<file path="config.mk">
export PLATFORM = sky130hd
export DESIGN_NAME = rock_sequencer
export DESIGN_NICKNAME = d
export VERILOG_FILES = /design/src/rtl/rock_sequencer.sv
export SDC_FILE = /design/constraint.sdc
export NUM_CORES = 1
export LEC_CHECK = 0
export BUFFER_PORTS_ARGS = -buffer_cell sky130_fd_sc_hd__buf_2
export CAP_MARGIN = 25
export CORE_ASPECT_RATIO = 0.5
export CORE_MARGIN = 1
export CORE_UTILIZATION = 58
export CTS_CLUSTER_SIZE = 28
export DETAILED_ROUTE_END_ITERATION = 16
export PLACE_DENSITY = 0.79
export RECOVER_POWER = 25
export SLEW_MARGIN = 20
export SYNTH_ARGS = -nofsm -noshare
export SYNTH_HDL_FRONTEND = slang
export SYNTH_SLANG_ARGS = --single-unit
</file>
<file path="constraint.sdc">
create_clock -name CLK -period 2.9 [get_ports CLK]
set_clock_uncertainty 0.05 [all_clocks]
set_input_delay 0.29 -clock CLK [delete_from_list [all_inputs] [get_ports CLK]]
set_output_delay 0.29 -clock CLK [all_outputs]
set_load 0.01 [all_outputs]
</file>
<file path="src/rtl/rock_sequencer.sv">
// Cradle rocking sequencer: turns slow tick events into timed forward/pause/reverse/pause
// motor swings, repeats a programmable number of swings, and restarts the count on a cry event.
`timescale 1ns/1ps

module rock_sequencer #(
    parameter int unsigned PHASE_TICKS = 2,
    parameter int unsigned PAUSE_TICKS = 1,
    parameter int unsigned NUM_SWINGS  = 8,
    parameter bit          AUTO_START  = 1'b1
) (
    input  logic       CLK,
    input  logic       Reset,
    input  logic       Tick,
    input  logic       Start,
    input  logic       Stop,
    input  logic       Cry,
    output logic       MotorFwd,
    output logic       MotorRev,
    output logic       Busy,
    output logic       Done,
    output logic [7:0] SwingsLeft
);

    typedef enum logic [2:0] {
        ST_IDLE    = 3'd0,
        ST_FWD     = 3'd1,
        ST_PAUSE_F = 3'd2,
        ST_REV     = 3'd3,
        ST_PAUSE_R = 3'd4,
        ST_DONE    = 3'd5
    } state_e;

    localparam logic [7:0] PHASE_LAST = 8'(PHASE_TICKS - 1);
    localparam logic [7:0] PAUSE_LAST = 8'(PAUSE_TICKS - 1);
    localparam logic [7:0] NUM_C      = 8'(NUM_SWINGS);

    state_e     state_q, state_d, next_phase_s;
    logic [7:0] pc_q, pc_d, sc_q, sc_d, limit_s;
    logic       tick_q, cry_q;
    logic       tick_ev_s, cry_ev_s, phase_end_s;
    logic       motor_fwd_q, motor_fwd_d, motor_rev_q, motor_rev_d;
    logic       busy_q, busy_d, done_q, done_d;
    logic [7:0] swings_q, swings_d;

    // Next-state, counter and output decode; outputs are computed from the next state so the
    // registered outputs change on the same edge as the state itself.
    always_comb begin
        tick_ev_s   = Tick & ~tick_q;
        cry_ev_s    = Cry & ~cry_q;
        state_d     = state_q;
        pc_d        = pc_q;
        sc_d        = sc_q;

        case (state_q)
            ST_FWD, ST_REV: limit_s = PHASE_LAST;
            default:        limit_s = PAUSE_LAST;
        endcase

        case (state_q)
            ST_FWD:     next_phase_s = ST_PAUSE_F;
            ST_PAUSE_F: next_phase_s = ST_REV;
            ST_REV:     next_phase_s = ST_PAUSE_R;
            default:    next_phase_s = ST_FWD;
        endcase

        phase_end_s = tick_ev_s && (pc_q == limit_s);

        case (state_q)
            ST_IDLE: begin
                if (!Stop && (Start || (cry_ev_s && AUTO_START))) begin
                    state_d = ST_FWD;
                    pc_d    = 8'd0;
                    sc_d    = NUM_C;
                end else begin
                    state_d = ST_IDLE;
                end
            end
            ST_FWD, ST_PAUSE_F, ST_REV, ST_PAUSE_R: begin
                if (Stop) begin
                    state_d = ST_IDLE;
                    pc_d    = 8'd0;
                    sc_d    = 8'd0;
                end else begin
                    if (phase_end_s) begin
                        pc_d = 8'd0;
                    end else if (tick_ev_s) begin
                        pc_d = pc_q + 8'd1;
                    end else begin
                        pc_d = pc_q;
                    end

                    // A cry restarts the swing count and also cancels a pending completion.
                    if (cry_ev_s) begin
                        sc_d = NUM_C;
                    end else if (phase_end_s && (state_q == ST_PAUSE_R)) begin
                        sc_d = sc_q - 8'd1;
                    end else begin
                        sc_d = sc_q;
                    end

                    if (!phase_end_s) begin
                        state_d = state_q;
                    end else if ((state_q == ST_PAUSE_R) && (sc_q == 8'd1) && !cry_ev_s) begin
                        state_d = ST_DONE;
                    end else begin
                        state_d = next_phase_s;
                    end
                end
            end
            ST_DONE: begin
                state_d = ST_IDLE;
                pc_d    = 8'd0;
                sc_d    = 8'd0;
            end
            default: begin
                state_d = ST_IDLE;
                pc_d    = 8'd0;
                sc_d    = 8'd0;
            end
        endcase

        motor_fwd_d = (state_d == ST_FWD);
        motor_rev_d = (state_d == ST_REV);
        busy_d      = state_d inside {ST_FWD, ST_PAUSE_F, ST_REV, ST_PAUSE_R};
        done_d      = (state_d == ST_DONE);
        swings_d    = busy_d ? sc_d : 8'd0;
    end

    // State, counters, edge-detect history and registered outputs.
    always_ff @(posedge CLK or posedge Reset) begin
        if (Reset) begin
            state_q     <= ST_IDLE;
            pc_q        <= 8'd0;
            sc_q        <= 8'd0;
            tick_q      <= 1'b0;
            cry_q       <= 1'b0;
            motor_fwd_q <= 1'b0;
            motor_rev_q <= 1'b0;
            busy_q      <= 1'b0;
            done_q      <= 1'b0;
            swings_q    <= 8'd0;
        end else begin
            state_q     <= state_d;
            pc_q        <= pc_d;
            sc_q        <= sc_d;
            tick_q      <= Tick;
            cry_q       <= Cry;
            motor_fwd_q <= motor_fwd_d;
            motor_rev_q <= motor_rev_d;
            busy_q      <= busy_d;
            done_q      <= done_d;
            swings_q    <= swings_d;
        end
    end

    assign MotorFwd   = motor_fwd_q;
    assign MotorRev   = motor_rev_q;
    assign Busy       = busy_q;
    assign Done       = done_q;
    assign SwingsLeft = swings_q;

endmodule

</file>
==> reports/summary.txt <==
Status -> finished, final reports clean
# clock sinks -> 33
Hold-fix buffers, CTS -> 0
Worst EP required -> 3020 ps
Number of synthesized register bits -> 33
Path type of the worst setup path -> flop to flop
Reg power frac -> 0.461
Yosys top cell area share -> 0.473
Clock share of power -> 0.346
Syn Inst Count -> 179
TritonCTS buffer count -> 5
GRT Overall Usage -> 0.251
Initial antenna violation count -> 0
Worst-Skew Late Latency -> 280 ps
Crit path time final -> 2330 ps
Syn Area/Cell -> 9.74 um2
Net Sw Power -> 0.326 mW
Row cnt -> 13
Max frequency -> 429 MHz
Via/cell ratio -> 5.98
Crit end category -> flop
Initial core utilization -> 0.642
Mapped Area -> 1740 um2
Register area -> 826 um2
Switching Fraction -> 0.297
Root buf cell -> clkbuf_8
Core area -> 2720 um2
Vias -> 1423
Crit path DAT -> 2450 ps
Combinational power share -> 0.193
Leading area contributor after synthesis -> dfrtp_1
DRC -> 0
Nets -> 209
Setup TNS -> 0 ps
DIE AREA -> 3240 um2
Total grt overflow -> 0
Largest net degree at the start of global routing -> 18
# IOs -> 18
Detailed placer's ending HPWL -> 2590 um
Vias in the first global route -> 1194
DR WL/cell -> 14.9 um
Total power -> 1.10 mW
Least-Margin Pin Slew -> 882 ps
Area of the multi-input gates -> 852 um2
Layout cell share with drive strength beyond 1 -> 0.199
Fill cells -> 203
Register area share after synthesis -> 0.473
Peak supply drop -> 0.332 mV
Cell variety after synth -> 45
Endpoints failing hold -> 0
P_int -> 0.773 mW
Warnings, synthesis -> 0
Die width -> 79.6 um
Pre-CTS WS -> 614 ps
Main area contributors after synthesis -> dfrtp_1, o21ai_0, o31ai_1
Deepest clock path buffer count -> 2
Final period utilization -> 0.804
H-Tree Depth -> 2
Die H -> 40.8 um
Crit path max fanout -> 8
Antenna cells -> 0
First-pass GRT wire length -> 5780 um
RSZ-0062 raised after global routing -> no
Relative slew slack -> 0.412
DR iter-0 viols -> 91
Power per cell area -> 560 nW/um2
Final ANT Viol Nets -> 0
Max-cap viol count -> 0
Routability Congestion -> 0.901
Final slew viol count -> 0
Buffers added on ports -> 17
P_leak -> 0.886 nW
Worst Hold Class -> input port to asynchronous set/reset pin
Post-cts gate resize count -> 0
Synth-to-layout area growth -> 12.6%
Post-route setup slack -> 568 ps
Reg2Reg Setup Slack -> 570 ps
Syn Nets -> 188
# setup viols final -> 0
Worst-path clk slew -> 70 ps
Number of setup buffers added after CTS -> 0
WL final -> 3550 um
Startpoint Class -> flop
1st-pass router iterations -> 4
CTS tree -> done
[per-stage QoR]
step	util	std cells	area, um2	hold slack, ps
after global routing	0.723	238	1960	64.5
final	0.723	238	1960	32.4
after global placement	0.687	230	1870	346
after detailed placement	0.687	230	1870	360
after floorplan	-	179	1740	271
after CTS	0.724	238	1970	65.4
[power groups by stage]
stage / Sequential, mW / Combinational, mW / Clock [mW]
3_5_place_dp: 0.515 / 0.209 / 0
4_1_cts: 0.507 / 0.211 / 0.386
2_1_floorplan: 0.510 / 0.157 / 0
3_3_place_gp: 0.514 / 0.207 / 0
6_report: 0.507 / 0.212 / 0.380
5_1_grt: 0.512 / 0.238 / 0.408
[flip-flops by register name, indices dropped and copies added (netlist names)]
name,cells
SwingsLeft,8
pc_q,8
sc_q,8
state_q,3
Busy,1
Done,1
MotorFwd,1
MotorRev,1
cry_q,1
tick_q,1
[worst paths after layout]
| kind | end | start | cells after the start |
|---|---|---|---|
| setup / recovery | sc_q[4]$_DFF_PP0_ | pc_q[1]$_DFFE_PP0P_ | 6 |
| hold / removal | sc_q[7]$_DFF_PP0_ | Reset | 2 |
| setup reg to reg | sc_q[4]$_DFF_PP0_ | pc_q[1]$_DFFE_PP0P_ | 6 |
| hold reg to reg | sc_q[1]$_DFF_PP0_ | sc_q[1]$_DFF_PP0_ | 2 |
| max in group asynchronous | pc_q[6]$_DFFE_PP0P_ | Reset | 3 |
| min in group CLK | cry_q$_DFF_PP0_ | Cry | 1 |
[cell usage in the layout (no fill, tap or decap), types with 6 or more instances in the layout]
cell	count
buf_2	17
clkbuf_8	7
dfrtp_1	33
inv_1	9
nand2_1	12
nand3_1	7
nor2_1	13
nor2b_1	7
nor3_1	7
nor4_1	6
o21ai_0	14
o31ai_1	8
[critical path, stage by stage (launching register included)]
cell and delay (ps):
dfrtp_1 430, nor4_1 310, nand2_1 170, or3_1 560, nor3_2 310, o21ai_0 140
a22o_1 260
[cells in the mapped netlist (all sizes together)]
| cell | instances |
|---|---|
| dfrtp | 33 |
| o21ai | 16 |
| nor2 | 14 |
| nand2 | 12 |
| nor3 | 10 |
| inv | 9 |
| nand3 | 8 |
| o31ai | 8 |
| nor2b | 7 |
| nor4 | 7 |
| a21oi | 6 |
| xnor2 | 6 |
| buf | 4 |
| or3 | 4 |
| a31o | 3 |
| and3 | 3 |
| ha | 3 |
| nand2b | 3 |
| nand4 | 3 |
| clkbuf | 2 |
| nor3b | 2 |
| o21a | 2 |
| or4 | 2 |
| a211oi | 1 |
| a21o | 1 |
| a22o | 1 |
| a31oi | 1 |
| mux2 | 1 |
| mux2i | 1 |
| o22ai | 1 |
| o41ai | 1 |
| or2 | 1 |
| or3b | 1 |
| or4b | 1 |
| xor2 | 1 |
[metal layers]
metal / track usage / up-vias / share of wire
li1: - / 694 / -
met1: 0.351 / 676 / 0.50
met2: 0.397 / 49 / 0.43
met3: 0.0733 / 4 / 0.060
met4: 0.0455 / 0 / 0.0062
met5: 0 / - / 0
[cells by family (layout without fill, tap and decap cells)]
logic type,count (synthesis),in the layout,share of synthesized area
xor+xnor,7,7,0.0395
flops,33,33,0.473
simple gates,78,78,0.266
mux,2,2,0.0122
buf+inv,15,37,0.0380
compound gates,41,41,0.149
fa+ha+maj,3,3,0.0215
[area by class of cell]
class                           count  share of cell area
Timing Repair Buffer               20              0.0529
Clock inverter                      1             0.00255
Sequential cell                    33               0.421
Clock buffer                        7              0.0491
Tap cell                           37              0.0236
Multi-Input combinational cell    131               0.434
Inverter                            9              0.0172
No activity file was read; power rests on OpenSTA's default activity.
